`src/rtl/daisy_chain_arbiter_if.sv`:
```
// Request/grant bundle for one daisy_chain_arbiter stage.
// master: request source side; slave: the arbiter itself.
interface daisy_chain_arbiter_if #(
    parameter int unsigned N = 8
);
    logic [N-1:0] req;
    logic         chain_in;
    logic [N-1:0] gnt;
    logic         gnt_valid;
    logic         chain_out;

    modport master (
        output req,
        output chain_in,
        input  gnt,
        input  gnt_valid,
        input  chain_out
    );

    modport slave (
        input  req,
        input  chain_in,
        output gnt,
        output gnt_valid,
        output chain_out
    );
endinterface

```
`src/rtl/daisy_chain_arbiter.sv`:
```
// Fixed-priority daisy-chain arbiter, N request lines, req[N-1] highest priority.
// Grant is registered (one cycle latency); chain_out is combinational so
// cascaded stages resolve in the same cycle.
// Optional macro ARB_LOCK_EN: a granted line keeps its grant while it stays
// requested and chain_in stays high; the release edge yields an empty grant.
module daisy_chain_arbiter #(
    parameter int unsigned N = 8
) (
    input logic                  clk,
    input logic                  rst,
    daisy_chain_arbiter_if.slave bus
);

    logic [N-1:0] next_gnt;
    logic         chain_free;
    logic [N-1:0] gnt_d, gnt_q;
    logic         gnt_valid_q;

    // Ripple the priority enable from the top bit downwards.
    always_comb begin
        logic en;
        en       = bus.chain_in;
        next_gnt = '0;
        for (int i = int'(N) - 1; i >= 0; i--) begin
            next_gnt[i] = bus.req[i] & en;
            en          = en & ~bus.req[i];
        end
        chain_free = en;
    end

`ifdef ARB_LOCK_EN
    // Hold an existing grant while its request and chain_in persist.
    always_comb begin
        gnt_d = next_gnt;
        if (gnt_valid_q) begin
            gnt_d = (bus.chain_in && (|(bus.req & gnt_q))) ? gnt_q : '0;
        end
    end

    // A held lock also starves downstream stages.
    assign bus.chain_out = chain_free & ~gnt_valid_q;
`else
    // Pure fixed priority, re-evaluated every cycle.
    always_comb begin
        gnt_d = next_gnt;
    end

    assign bus.chain_out = chain_free;
`endif

    // Grant register with synchronous reset.
    always_ff @(posedge clk) begin
        if (rst) begin
            gnt_q       <= '0;
            gnt_valid_q <= 1'b0;
        end else begin
            gnt_q       <= gnt_d;
            gnt_valid_q <= |gnt_d;
        end
    end

    assign bus.gnt       = gnt_q;
    assign bus.gnt_valid = gnt_valid_q;

endmodule

```
`src/flat_wrapper.sv`:
```
// flat-port wrapper written by rule: the top's interface ports become plain ports
module daisy_chain_arbiter_flat 
#(
    parameter int unsigned N = 8
)
  (clk, rst, bus_req, bus_chain_in, bus_gnt, bus_gnt_valid, bus_chain_out);
  daisy_chain_arbiter_if #(.N(N)) bus_i ();
  input logic clk;
  input logic rst;
  input wire logic [$bits(bus_i.req)-1:0] bus_req;
  input wire logic [$bits(bus_i.chain_in)-1:0] bus_chain_in;
  output wire logic [$bits(bus_i.gnt)-1:0] bus_gnt;
  output wire logic [$bits(bus_i.gnt_valid)-1:0] bus_gnt_valid;
  output wire logic [$bits(bus_i.chain_out)-1:0] bus_chain_out;
  assign bus_i.req = bus_req;
  assign bus_i.chain_in = bus_chain_in;
  assign bus_gnt = bus_i.gnt;
  assign bus_gnt_valid = bus_i.gnt_valid;
  assign bus_chain_out = bus_i.chain_out;
  daisy_chain_arbiter #(.N(N)) u_core (.clk(clk), .rst(rst), .bus(bus_i));
endmodule
```
`config.mk`:
```
export PLATFORM = sky130hd
export DESIGN_NAME = daisy_chain_arbiter_flat
export DESIGN_NICKNAME = d
export VERILOG_FILES = /design/src/rtl/daisy_chain_arbiter_if.sv /design/src/rtl/daisy_chain_arbiter.sv /design/src/flat_wrapper.sv
export SDC_FILE = /design/constraint.sdc
export NUM_CORES = 1
export LEC_CHECK = 0
export ABC_AREA = 1
export CORE_AREA = 2 2 39 41
export CTS_BUF_LIST = sky130_fd_sc_hd__clkbuf_4
export DETAILED_ROUTE_END_ITERATION = 6
export DIE_AREA = 0 0 41 43
export PLACE_DENSITY_LB_ADDON = 0.1
export SYNTH_ARGS = -nofsm -noshare
export SYNTH_HDL_FRONTEND = slang
export SYNTH_SLANG_ARGS = --single-unit
```
`constraint.sdc`:
```
create_clock -name clk -period 0.8 [get_ports clk]
set_input_delay 0.08 -clock clk [delete_from_list [all_inputs] [get_ports clk]]
set_output_delay 0.08 -clock clk [all_outputs]
set_load 0.005 [all_outputs]
```
# [Word level (Yosys, flattened, before mapping)]
# Index checks and enable logic that the tools add are counted.
[word_totals] regBits=9 elab_cells=27
[classes] bitwise_logic=24 n_reduce_logical=1
[ops] cell="$and 1x1->1" count=16
[ops] cell="$not 1->1" count=8
[ops] cell="$reduce_or 8->1" count=1

# [Longest topological paths before layout]
[depth] ltp_word=10 mapped_depth=8

# [Worst setup path before layout]
# Ideal clock, no wire load.
[synth_timing] kind="in2out" from="in bus_req[6]" to="out bus_chain_out" arrival_time_ns=0.679 path_slack_ns=0.041 path_stages=7 path_cell_list="inv_2 > nand3_2 > nor2_2 > nand3_2 > nor2_4 > nand2_1 > nor2_1"
[synth_between] elab_chain_cells=8
[synth_rtl] item="from (decl)" line_no="flat_wrapper.sv:10" source="input wire logic [$bits(bus_i.req)-1:0] bus_req;"
[synth_rtl] item="$not 1->1" line_no="daisy_chain_arbiter.sv:26" source="en = en & ~bus.req[i];"
[synth_rtl] item="$and 1x1->1 (7 in a row)" line_no="daisy_chain_arbiter.sv:26"
[synth_rtl] item="to (decl)" line_no="flat_wrapper.sv:14" source="output wire logic [$bits(bus_i.chain_out)-1:0] bus_chain_out;"
# No other way between the ends.

# [Worst setup path after layout]
# Same ends and word-level chain as after synthesis.

==> impl_metrics.csv <==
group,metric,value,unit
global_routing,grt_pass1_wl,1.57,mm
route,drc,0,
critical_path,crit_path_frequent_cell,"nor2_4",
sta,drv_slew,0,
critical_path,worstSetupEndpoint,"bus_chain_out",
floorplanning,die_h,43,um
sta,setup_viol,2,
sta,fin_crit_sh,113,%
floorplanning,dieArea,1760,sq um
sta,rsz0062_at_grt,"true",
sta,fin_hold_ws,0.145,ns
route,first_iter_violations,8,
cts,cts_buffers,3,
placement,post-place-ws,-0.909,ns
floorplanning,die_x,41,um
sta,final.setup.worst_slack,-0.102,ns
outcome,status,"complete, but fails checks",
placement,dp_hpwl,732,um
synthesis,synth_cell_types,14,
cts,cts_max_level,1,
critical_path,cp_num_buf_inv,3,
final_layout,fillers,134,
route,drtPass1Iterations,4,
synthesis,syn_inst,47,
cts,cts_sinks,9,
critical_path,cp_cell_sequence,"buf_8 -> inv_4 -> nand3_4 -> nor2_4 -> nand3_2 -> nor2_4 -> nand2_1 -> nor2_1 -> buf_2",
synthesis,ys_seq_elements,9,
critical_path,worstSetupPathType,"in2out",
critical_path,startpoint_type,"input port",
global_routing,antenna_found_initial,0,
route,wire_per_inst,9.18,um
min_path,hold_path.class,"in2reg",
cts,clockBufferDepth,2,
final_layout,antenna_cells,0,
critical_path,crit_required,0.72,ns
sta,fin_tns_setup,-0.159,ns
global_routing,grt_pass1_vias,429,
sta,fmax,1110,MHz
synthesis,yosys_warnings,0,
placement,gp_congestion,0.756,
outcome,violations,"negative setup slack",
cts,cts_tree,"done",
synthesis,synth_seq_area_share,49.0,%
route,viasPerCell,4.25,
global_routing,grt-ovfl-total,0,
sta,slew_headroom,82.1,%
critical_path,path_max_fanout,2,
placement,io_buffers,20,
route,routed_wl,982,um
min_path,min_from,"bus_req[7]",
route,vias,455,
critical_path,critPathTopFamily,"simple AND/OR/NAND/NOR gates",
global_routing,grt_start_max_net_pins,8,
global_routing,grt_use_total,12.7,%
critical_path,endpoint_kind,"output port",
job,max-cap-violations,0,
cts,path_clk_slew,0.06,ns
synthesis,syn-cell-area,368,sq um
cts,hold_buffers,0,
sta,period_needed,0.902,ns
final_layout,drive_above_1_share,56.0,%
power,p_leak,0.404,nW
sta,hold_viol,0,
critical_path,critPathMaxStageDelay,0.11,ns
critical_path,critPathArrivalTime,0.82,ns
sta,worst_pin_slew,0.267,ns
final_layout,area_growth,103,%
floorplanning,core_area,1380,sq um
synthesis,syn_nets,58,
route,ant_nets,0,
floorplanning,row_count,14,
floorplanning,initial_core_util,26.6,%
min_path,min_path_cells,3,
cts,clockRootBuffer,"clkbuf_4",
power,vdd_ir_drop_max,0.000505,V
synthesis,avgSynthCellArea,7.83,sq um
critical_path,crit_cells,9,
critical_path,cp_slowest_cell,"buf_2",
critical_path,crit_path_start,"bus_req[6]",
placement,place_inst,99,
final_layout,finish.net_count,103,
final_layout,layout.cells.non_filler,107,
floorplanning,ios,21,
power,power.density,1340,nW/um^2
final_layout,post-route-util,54.0,%
cells in the final DEF (no fill, tap or decap):
master / Yosys / final
inv_1: 9 / 6
dfxtp_2: 0 / 1
nand3_1: 3 / 3
nand4_1: 2 / 2
dfxtp_1: 9 / 8
nor2_2: 1 / 1
clkdlybuf4s50_1: 0 / 1
clkbuf_4: 0 / 4
buf_6: 0 / 4
dlygate4sd2_1: 0 / 4
o211ai_1: 1 / 1
nor4_1: 2 / 2
inv_4: 0 / 3
nand3_4: 0 / 1
nor3_1: 3 / 3
buf_8: 0 / 1
nand3_2: 2 / 1
buf_2: 0 / 11
buf_4: 0 / 17
clkbuf_2: 0 / 2
inv_2: 2 / 2
nor2_1: 6 / 4
o21ai_0: 1 / 1
nand2_1: 5 / 5
nor2_4: 1 / 3
through the flow:
step / power, mW / cell area (sq um)
2_1_floorplan: 0.512 / 368
3_3_place_gp: 0.647 / 708
3_5_place_dp: 0.650 / 708
4_1_cts: 0.994 / 726
5_1_grt: 1.06 / 747
6_report: 1.00 / 747
tightest hold or removal path, delay by kind of cell:
family	cells	cell delay [ns]
buf+inv	2	0.21
simple gates	1	0.06
logic make-up (layout without fill, tap and decap cells):
group	Yosys count	after routing	share of synthesized area, %
and+or+nand+nor	25	25	36.4
buffers and inverters	11	55	11.2
DFF	9	9	49.0
AOI/OAI and AO/OA	2	2	3.40
cell usage after synthesis (all sizes together):
cell type   n  area [sq um]
nand2       5          18.8
o211ai      1          7.51
o21ai       1          5.00
nand4       2          12.5
dfxtp       9           180
nor4        2          12.5
nor3        3          15.0
nand3       5          35.0
inv        11          41.3
nor2        8          40.0
registers in the layout (all words and copies together) (netlist names):
register              count
u_core.bus.gnt            8
u_core.bus.gnt_valid      1
metal layers:
| metal | share of wire, % | vias up | GRT usage (%) |
|---|---|---|---|
| li1 | - | 241 | - |
| met1 | 36 | 199 | 13.8 |
| met2 | 57 | 15 | 22.2 |
| met3 | 7.4 | 0 | 3.14 |
| met4 | 0 | 0 | 4.00 |
| met5 | 0 | - | 0 |
cell type report:
cell class / count / area (sq um) / share of cell area (%)
repair buffers: 40 / 298 / 39.9
clock buffers: 4 / 30.0 / 4.02
multi-input cells: 27 / 169 / 22.6
inverters: 11 / 48.8 / 6.53
well taps: 16 / 20.0 / 2.68
flip-flops and latches: 9 / 181 / 24.3
worst min path at each step:
stage | slack (ns) | endpoint
after floorplan | 0.16 | u_core.bus.gnt[4]$_SDFF_PP0_
after global placement | 0.70 | u_core.bus.gnt[1]$_SDFF_PP0_
after detailed placement | 0.73 | u_core.bus.gnt[1]$_SDFF_PP0_
after CTS | 0.11 | u_core.bus.gnt[6]$_SDFF_PP0_
after global routing | 0.14 | u_core.bus.gnt[6]$_SDFF_PP0_
final | 0.14 | u_core.bus.gnt[6]$_SDFF_PP0_
power by group:
| part | switching (mW) | total (mW) | leakage, nW | internal (mW) |
|---|---|---|---|---|
| clock | 0.128 | 0.352 | 0.0184 | 0.224 |
| sequential | 0.00186 | 0.460 | 0.0733 | 0.458 |
| combinational | 0.0840 | 0.188 | 0.313 | 0.104 |
| total | 0.214 | 1.00 | 0.404 | 0.786 |
what timing repair did:
item	in CTS	in global routing
pin swaps	8	8
buffers inserted	7	0
endpoints found under the hold margin	0	0
endpoints found under the setup margin	19	4
resized for setup	69	11
No activity file was read; power rests on OpenSTA's default activity.
